--- config.mk ---
export PLATFORM = sky130hd
export DESIGN_NAME = fetch_queue
export DESIGN_NICKNAME = d
export VERILOG_FILES = /design/src/rtl/fetch_queue.sv
export SDC_FILE = /design/constraint.sdc
export NUM_CORES = 1
export LEC_CHECK = 0
export BUFFER_PORTS_ARGS = -buffer_cell sky130_fd_sc_hd__buf_2
export CAP_MARGIN = 20
export CORE_ASPECT_RATIO = 1.1
export CORE_UTILIZATION = 52
export CTS_CLUSTER_SIZE = 40
export DETAILED_ROUTE_END_ITERATION = 10
export PLACE_DENSITY = 0.75
export SLEW_MARGIN = 15
export SYNTH_ARGS = -nofsm -noshare
export SYNTH_HDL_FRONTEND = slang
export SYNTH_SLANG_ARGS = --single-unit
--- constraint.sdc ---
create_clock -name clk -period 6 [get_ports clk]
set_input_delay 1.2 -clock clk [delete_from_list [all_inputs] [get_ports clk]]
set_output_delay 1.2 -clock clk [all_outputs]
set_load 0.05 [all_outputs]
--- src/rtl/fetch_queue.sv ---
// Instruction prefetch FIFO between instruction memory responses and decode. Define FETCHQ_BYPASS_EN for a 0-cycle empty-queue bypass.
// Latency: 1 cycle from response to out_valid (0 with bypass). Responses are never back-pressured; req_allow throttles issue by credits.
module fetch_queue #(
   parameter int DEPTH  = 4,
   parameter int DATA_W = 32,
   parameter int PC_W   = 32
) (
   input  logic                       clk,
   input  logic                       resetn,
   input  logic                       flush,
   input  logic                       req_fire,
   output logic                       req_allow,
   input  logic                       resp_valid,
   input  logic [PC_W-1:0]            resp_pc,
   input  logic [DATA_W-1:0]          resp_instr,
   input  logic                       resp_addr_err,
   input  logic                       resp_ds,
   output logic                       out_valid,
   input  logic                       out_ready,
   output logic [PC_W-1:0]            out_pc,
   output logic [DATA_W-1:0]          out_instr,
   output logic                       out_addr_err,
   output logic                       out_ds,
   output logic [$clog2(DEPTH):0]     occupancy,
   output logic                       ovf_err
);

   localparam int PTR_W = $clog2(DEPTH);
   localparam int CNT_W = PTR_W + 1;

   typedef struct packed {
      logic [PC_W-1:0]   pc;
      logic [DATA_W-1:0] instr;
      logic              addr_err;
      logic              ds;
   } entry_t;

   entry_t             mem_q [DEPTH];
   logic [PTR_W-1:0]   wr_ptr_q, wr_ptr_d;
   logic [PTR_W-1:0]   rd_ptr_q, rd_ptr_d;
   logic [CNT_W-1:0]   count_q, count_d;
   logic [CNT_W-1:0]   outstanding_q, outstanding_d;
   logic [CNT_W-1:0]   drop_cnt_q, drop_cnt_d;
   logic               ovf_err_q, ovf_err_d;

   entry_t             resp_ent;
   entry_t             head;
   entry_t             out_ent;
   logic               resp_ok;
   logic               enq;
   logic               deq;
   logic               full;
   logic               byp;
   logic               byp_take;
   logic               wr_en;
   logic [CNT_W:0]     credit_sum;

   assign resp_ent = '{pc: resp_pc, instr: resp_instr, addr_err: resp_addr_err, ds: resp_ds};
   assign head     = mem_q[rd_ptr_q];

   always_comb begin
      // A response with nothing outstanding is a protocol error and is ignored entirely.
      resp_ok    = resp_valid & (outstanding_q != '0);
      enq        = resp_ok & (drop_cnt_q == '0) & ~flush;
      full       = (count_q == CNT_W'(DEPTH));
      deq        = (count_q != '0) & out_ready & ~flush;
`ifdef FETCHQ_BYPASS_EN
      byp        = enq & (count_q == '0);
`else
      byp        = 1'b0;
`endif
      byp_take   = byp & out_ready;
      wr_en      = enq & ~byp_take & (~full | deq);
      credit_sum = {1'b0, count_q} + {1'b0, outstanding_q};
      req_allow  = (credit_sum < (CNT_W + 1)'(DEPTH));
   end

   always_comb begin
      out_valid = (count_q != '0) | byp;
      if (count_q != '0) begin
         out_ent = head;
      end else if (byp) begin
         out_ent = resp_ent;
      end else begin
         out_ent = '0;
      end
      out_pc       = out_ent.pc;
      out_instr    = out_ent.instr;
      out_addr_err = out_ent.addr_err;
      out_ds       = out_ent.ds;
      occupancy    = count_q;
      ovf_err      = ovf_err_q;
   end

   always_comb begin
      wr_ptr_d      = wr_ptr_q;
      rd_ptr_d      = rd_ptr_q;
      count_d       = count_q;
      outstanding_d = outstanding_q;
      drop_cnt_d    = drop_cnt_q;
      ovf_err_d     = ovf_err_q;

      // Outstanding saturates rather than wrapping when issue ignores req_allow.
      if (req_fire & ~resp_ok) begin
         if (outstanding_q != '1) begin
            outstanding_d = outstanding_q + 1'b1;
         end
      end else if (~req_fire & resp_ok) begin
         outstanding_d = outstanding_q - 1'b1;
      end

      if (flush) begin
         wr_ptr_d   = '0;
         rd_ptr_d   = '0;
         count_d    = '0;
         drop_cnt_d = outstanding_q - CNT_W'(resp_ok);
      end else begin
         wr_ptr_d = wr_ptr_q + PTR_W'(wr_en);
         rd_ptr_d = rd_ptr_q + PTR_W'(deq);
         count_d  = count_q + CNT_W'(wr_en) - CNT_W'(deq);
         if (resp_ok && (drop_cnt_q != '0)) begin
            drop_cnt_d = drop_cnt_q - 1'b1;
         end
      end

      if ((enq & full & ~deq) | (resp_valid & (outstanding_q == '0)) | (req_fire & ~req_allow)) begin
         ovf_err_d = 1'b1;
      end
   end

   always_ff @(posedge clk or negedge resetn) begin
      if (!resetn) begin
         wr_ptr_q      <= '0;
         rd_ptr_q      <= '0;
         count_q       <= '0;
         outstanding_q <= '0;
         drop_cnt_q    <= '0;
         ovf_err_q     <= 1'b0;
      end else begin
         wr_ptr_q      <= wr_ptr_d;
         rd_ptr_q      <= rd_ptr_d;
         count_q       <= count_d;
         outstanding_q <= outstanding_d;
         drop_cnt_q    <= drop_cnt_d;
         ovf_err_q     <= ovf_err_d;
      end
   end

   always_ff @(posedge clk) begin
      if (wr_en) begin
         mem_q[wr_ptr_q] <= resp_ent;
      end
   end

endmodule

==> qor.csv, run 1 <==
metric,value,unit
worstSetupStartpointType,flop,
synth_fp_nets,617,
remaining_drc_errors,0,
seqPwrFrac,38.9,%
hold_violations,0,
maxSlewViolCount,0,
max_freq,0.253,GHz
grt_usage,19.6,%
place_ws,1.95,ns
dp_cells,915,
crit_required,4.80,ns
final_nets,772,
vias,5504,
place_congestion,0.775,
p_sw_share,36.7,%
portBuffers,143,
drt_iter0_markers,384,
rsz0062_at_grt,false,
fin_skew,0.0185,ns
p_leak,4.50,nW
setup_violations,0,
wl_per_cell,21.4,um
met1Wirelength,8790,um
cts_max_path_buffers,3,
worstHoldStart,ovf_err,
syn2layout_area_growth,17.2,%
synth_edf_count,264,
cts_sinks,278,
syn_area_per_cell,20.6,um^2
fin_crit_sh,65.8,%
dp_hpwl,12200,um
ant_nets,0,
p_switching,0.00215,W
highest_layer,met5,
postSynthCellCount,533,
min_period,3.95,ns
cts_resized,0,
final.setup.tns,0,ns
cpPeakStageDelay,0.68,ns
r2r_cells,6,
yosysSeqAreaShare,75.3,%
hold_path_class,reg -> reg,
rows,55,
p_clk_share,28.5,%
r2r_start,drop_cnt_q[0],
synth.distinct_cells,43,
grt_pass1_wl,32300,um
ios,144,
clock-root-buffer,clkbuf_16,
ir_worst_vdd,0.000372,V
stdcell_count,961,
reg2reg_setup_slack,2.81,ns
dieArea,0.0217,mm^2
nFillCells,1470,
grt_pass1_vias,5750,
holdBufCountCts,0,
r2r-end,mem_q[2][38],
async_flop_share,5.04,%
maxCapViolations,0,
status,"finished, final reports clean",
comb_power_share,32.6,%
grt_start_max_net_pins,69,
antenna_found_initial,1,
cts_tree,done,
ys_ff_latch,278,
crit_type,reg -> out,
first_pass_iters,7,
p_int,0.00371,W
crit_arrival,2.75,ns
fin_hold_ws,0.510,ns
slew_headroom,31.6,%
dr_wl_met3,1240,um
critPathMaxFanout,27,
hold_path_end,ovf_err,
critical-path-slowest-cell,dfrtp_4,
ys.flop_type,edfxtp_1,
wl_met2,10100,um
p_per_area,455,mW/mm^2
die_h,155,um
diodes,0,
cts_made_buffers,27,
worstSkewPairLatency,0.53,ns
viasPerCell,5.73,
layout-drive-gt1-share,38.2,%
hold_path_depth,2,
post_cts_buffers,0,
yosys_warnings,0,
htreeDepth,1,
worst_slack,2.05,ns
die_x,141,um
wirelength,20500,um
grt_remaining_overflow,0,
worst_slew_pin_slew,1.03,ns
start_util,53.3,%
core_area,0.0206,mm^2
worst_setup_path_end_kind,primary output,
clkTransAtPathRegs,0.06,ns
crit_chain,"buf_4, mux4_2, and2_1, buf_2",
synth_area,0.0110,mm^2
## worst max-delay path, delay by kind of cell (launching register included)
| family | cells | cell delay, ns |
|---|---|---|
| buffers and inverters | 2 | 0.77 |
| flip-flops | 1 | 0.68 |
| multiplexers | 1 | 0.57 |
| AND/OR/NAND/NOR | 1 | 0.20 |
## cell usage in the layout (no fill, tap or decap), types with 7 or more instances in the layout
| master | count |
|---|---|
| edfxtp_1 | 264 |
| buf_2 | 143 |
| and2_1 | 67 |
| mux4_2 | 66 |
| clkbuf_16 | 27 |
| dfrtp_1 | 12 |
| ha_1 | 10 |
| buf_4 | 9 |
| nor2_1 | 8 |
| nand2_1 | 8 |
| inv_1 | 7 |
| a21oi_1 | 7 |
## stage by stage
| stage | total power (W) | util, % | area, um^2 |
|---|---|---|---|
| floorplan | 0.00378 | - | 11000 |
| global placement | 0.00421 | 58.2 | 12000 |
| global route | 0.00610 | 62.4 | 12900 |
| detailed placement | 0.00425 | 58.2 | 12000 |
| finish | 0.00587 | 62.4 | 12900 |
| CTS | 0.00592 | 62.4 | 12900 |
## synth_stat cells, types with 3 or more instances
cell / number / area (um^2)
a21oi_1: 7 / 35.0
nand2_1: 8 / 30.0
o21ai_0: 6 / 30.0
dfrtp_1: 14 / 350
nand2b_1: 3 / 18.8
buf_2: 8 / 40.0
inv_1: 7 / 26.3
nor2b_1: 6 / 37.5
nor3b_1: 3 / 22.5
nor3_1: 4 / 20.0
and2_1: 67 / 419
edfxtp_1: 264 / 7930
xnor2_1: 4 / 35.0
nor2_1: 9 / 33.8
ha_1: 10 / 125
nand3_1: 4 / 20.0
clkbuf_1: 11 / 41.3
buf_6: 5 / 56.3
mux4_2: 66 / 1490
## flip-flops by register name, summed over array words and instances, names as in the netlist
name / count
occupancy: 3
rd_ptr_q: 2
mem_q: 264
wr_ptr_q: 2
outstanding_q: 3
drop_cnt_q: 3
ovf_err: 1
## logic make-up (layout without fill, tap and decap cells)
kind of cell	count (synthesis)	after routing	synth area share (%)
mux	66	66	13.5
flops	278	278	75.3
simple gates	110	110	5.91
compound gates	27	27	1.73
xor+xnor	5	5	0.398
fa+ha+maj	12	12	1.50
buf+inv	35	207	1.66
## how the worst max path moves through the flow
stage,start,cells past startpoint,end
2_1_floorplan,flush,3,mem_q[3][0]
3_3_place_gp,flush,5,mem_q[2][41]
3_5_place_dp,flush,5,mem_q[2][9]
4_1_cts,rd_ptr_q[0],4,out_pc[4]
5_1_grt,rd_ptr_q[0],4,out_pc[4]
6_report,rd_ptr_q[0],4,out_pc[4]
## power groups by stage
stage	Combinational (W)	Clock (W)	Sequential (W)
CTS	0.00193	0.00170	0.00229
detailed placement	0.00192	0	0.00233
floorplan	0.00148	0	0.00230
finish	0.00191	0.00167	0.00228
global route	0.00203	0.00177	0.00230
global placement	0.00189	0	0.00232
## per-layer routing
layer	track usage, %	up-vias
li1	-	2448
met1	27.3	2850
met2	32.0	167
met3	3.75	37
met4	5.54	2
met5	0	-
## cell type report
type	count	area (um^2)	area share, %
flip-flops and latches	278	8290	64.3
clock inverters	17	190	1.48
inverters	8	30.0	0.233
well taps	256	320	2.48
multi-input cells	220	2580	20.0
clock buffers	29	683	5.30
repair buffers	153	803	6.23
No activity file was read; power rests on OpenSTA's default activity.
==> run 2, diff against run 1 <==
clock period = 3.5 ns   (was 6 ns; I/O delays follow)
==> qor.csv, run 2 (synthesized netlist as in run 1, its figures left out) <==
metric,value,unit,change
largest_register,mem_q,,
hold_violations,0,,unchanged
crit_chain,"or3_2, buf_4, and2_1, buf_2",,
dp_hpwl,11900,um,-2.3%
fin_crit_sh,91.9,%,
min_period,3.22,ns,
ios,144,,unchanged
cts_max_path_buffers,3,,unchanged
grt_usage,19.6,%,about the same
critical-path-slowest-cell,or3_2,,
rsz0062_at_grt,false,,
final_cell_mix,"edfxtp_1, buf_2, and2_1",,
final.setup.tns,0,ns,unchanged
grt_remaining_overflow,0,,unchanged
drt_iter0_markers,374,,-2.6%
worst_slew_pin_slew,0.498,ns,-0.529 ns
die_h,155,um,unchanged
p_leak,4.54,nW,+0.93%
cts_sinks,278,,unchanged
rows,55,,unchanged
cts_made_buffers,28,,+3.7%
cpPeakStageDelay,0.67,ns,about the same
worstSkewPairLatency,0.52,ns,about the same
cts_resized,0,,unchanged
status,"finished, final reports clean",,
cts_tree,done,,
crit_required,2.80,ns,-2.00 ns
fin_skew,0.0113,ns,-0.00717 ns
final_common_cell,edfxtp_1,,
hold_path_class,in -> async,,
final_nets,773,,+0.13%
remaining_drc_errors,0,,unchanged
ir_worst_vdd,0.000548,V,+47%
holdBufCountCts,0,,unchanged
vias,5481,,-0.42%
place_congestion,0.803,,+3.5%
fin_hold_ws,0.0730,ns,-0.437 ns
htreeDepth,1,,unchanged
start_util,53.3,%,unchanged
wl_per_cell,21.1,um,-1.3%
critPathMaxFanout,51,,+89%
clkTransAtPathRegs,0.06,ns,about the same
grt_pass1_vias,5991,,+4.2%
dieArea,0.0217,mm^2,unchanged
layout-drive-gt1-share,38.1,%,-0.041 points
crit_arrival,2.52,ns,-0.23 ns
portBuffers,143,,unchanged
worstSetupStartpointType,flop,,
wirelength,20400,um,-0.48%
maxSlewViolCount,0,,unchanged
crit_type,reg -> out,,
max_freq,0.311,GHz,
viasPerCell,5.66,,-1.2%
ant_nets,0,,unchanged
slew_headroom,66.8,%,+35 points
p_per_area,783,mW/mm^2,+72%
grt_start_max_net_pins,67,,-2.9%
largest_reg_flops,264,,unchanged
die_x,141,um,unchanged
maxCapViolations,0,,unchanged
post_cts_buffers,0,,unchanged
grt_pass1_wl,32500,um,+0.69%
antenna_found_initial,4,,+3
core_area,0.0206,mm^2,unchanged
worst_setup_path_end_kind,primary output,,
syn2layout_area_growth,18.7,%,
setup_violations,0,,unchanged
first_pass_iters,4,,-3
clock-root-buffer,clkbuf_16,,
## run 2: final timing paths
path / start / endpoint / slack [ns] / cells after the start
max in group asynchronous: resetn / rd_ptr_q[0] / 3.14 / 1
min in group clk: resp_instr[17] / mem_q[1][19] / 0.38 / 1
max: occupancy[1] / out_pc[4] / 0.28 / 4
min: resetn / outstanding_q[0] / 0.07 / 1
min reg2reg: ovf_err / ovf_err / 0.49 / 2
max reg2reg: drop_cnt_q[0] / occupancy[2] / 0.77 / 11
## run 2: where the power goes
part | switching (W) | leakage (nW) | internal [W] | total (W)
Sequential | 0.000152 | 2.55 | 0.00376 | 0.00391
Combinational | 0.00236 | 1.54 | 0.000923 | 0.00328
Clock | 0.00120 | 0.456 | 0.00183 | 0.00304
## run 2: per-stage QoR
step / cell area (um^2) / setup WS (ns) / std cells / utilization [%] / power (W)
global route: 13100 / 0.145 / 969 / 63.2 / 0.0106
global placement: 12100 / 0.675 / 915 / 58.6 / 0.00721
floorplan: 11000 / 0.0192 / 533 / - / 0.00648
finish: 13100 / 0.282 / 969 / 63.2 / 0.0102
CTS: 13100 / 0.230 / 967 / 63.2 / 0.0103
detailed placement: 12100 / 0.577 / 915 / 58.6 / 0.00728
## run 2: layout make-up
| type | count | area [um^2] |
|---|---|---|
| Inverter | 8 | 30.0 |
| Tap cell | 256 | 320 |
| Clock buffer | 30 | 708 |
| Clock inverter | 22 | 246 |
| Fill cell | 1429 | 7590 |
| Timing Repair Buffer | 153 | 878 |
| Sequential cell | 278 | 8290 |
| Antenna cell | 2 | 5.00 |
| Multi-Input combinational cell | 220 | 2580 |
## run 2: worst max-delay path: cells and delay by family, from the launching register on
kind / cells / cell delay [ns]
flops: 1 / 0.47
simple gates: 2 / 0.91
buf+inv: 2 / 0.59
## run 2: routing by layer
metal,vias up,GRT usage (%),routed length [um]
met5,-,0,0
met4,0,5.80,452
met3,33,4.64,1340
met2,168,33.5,10300
met1,2830,25.1,8320
li1,2450,-,-
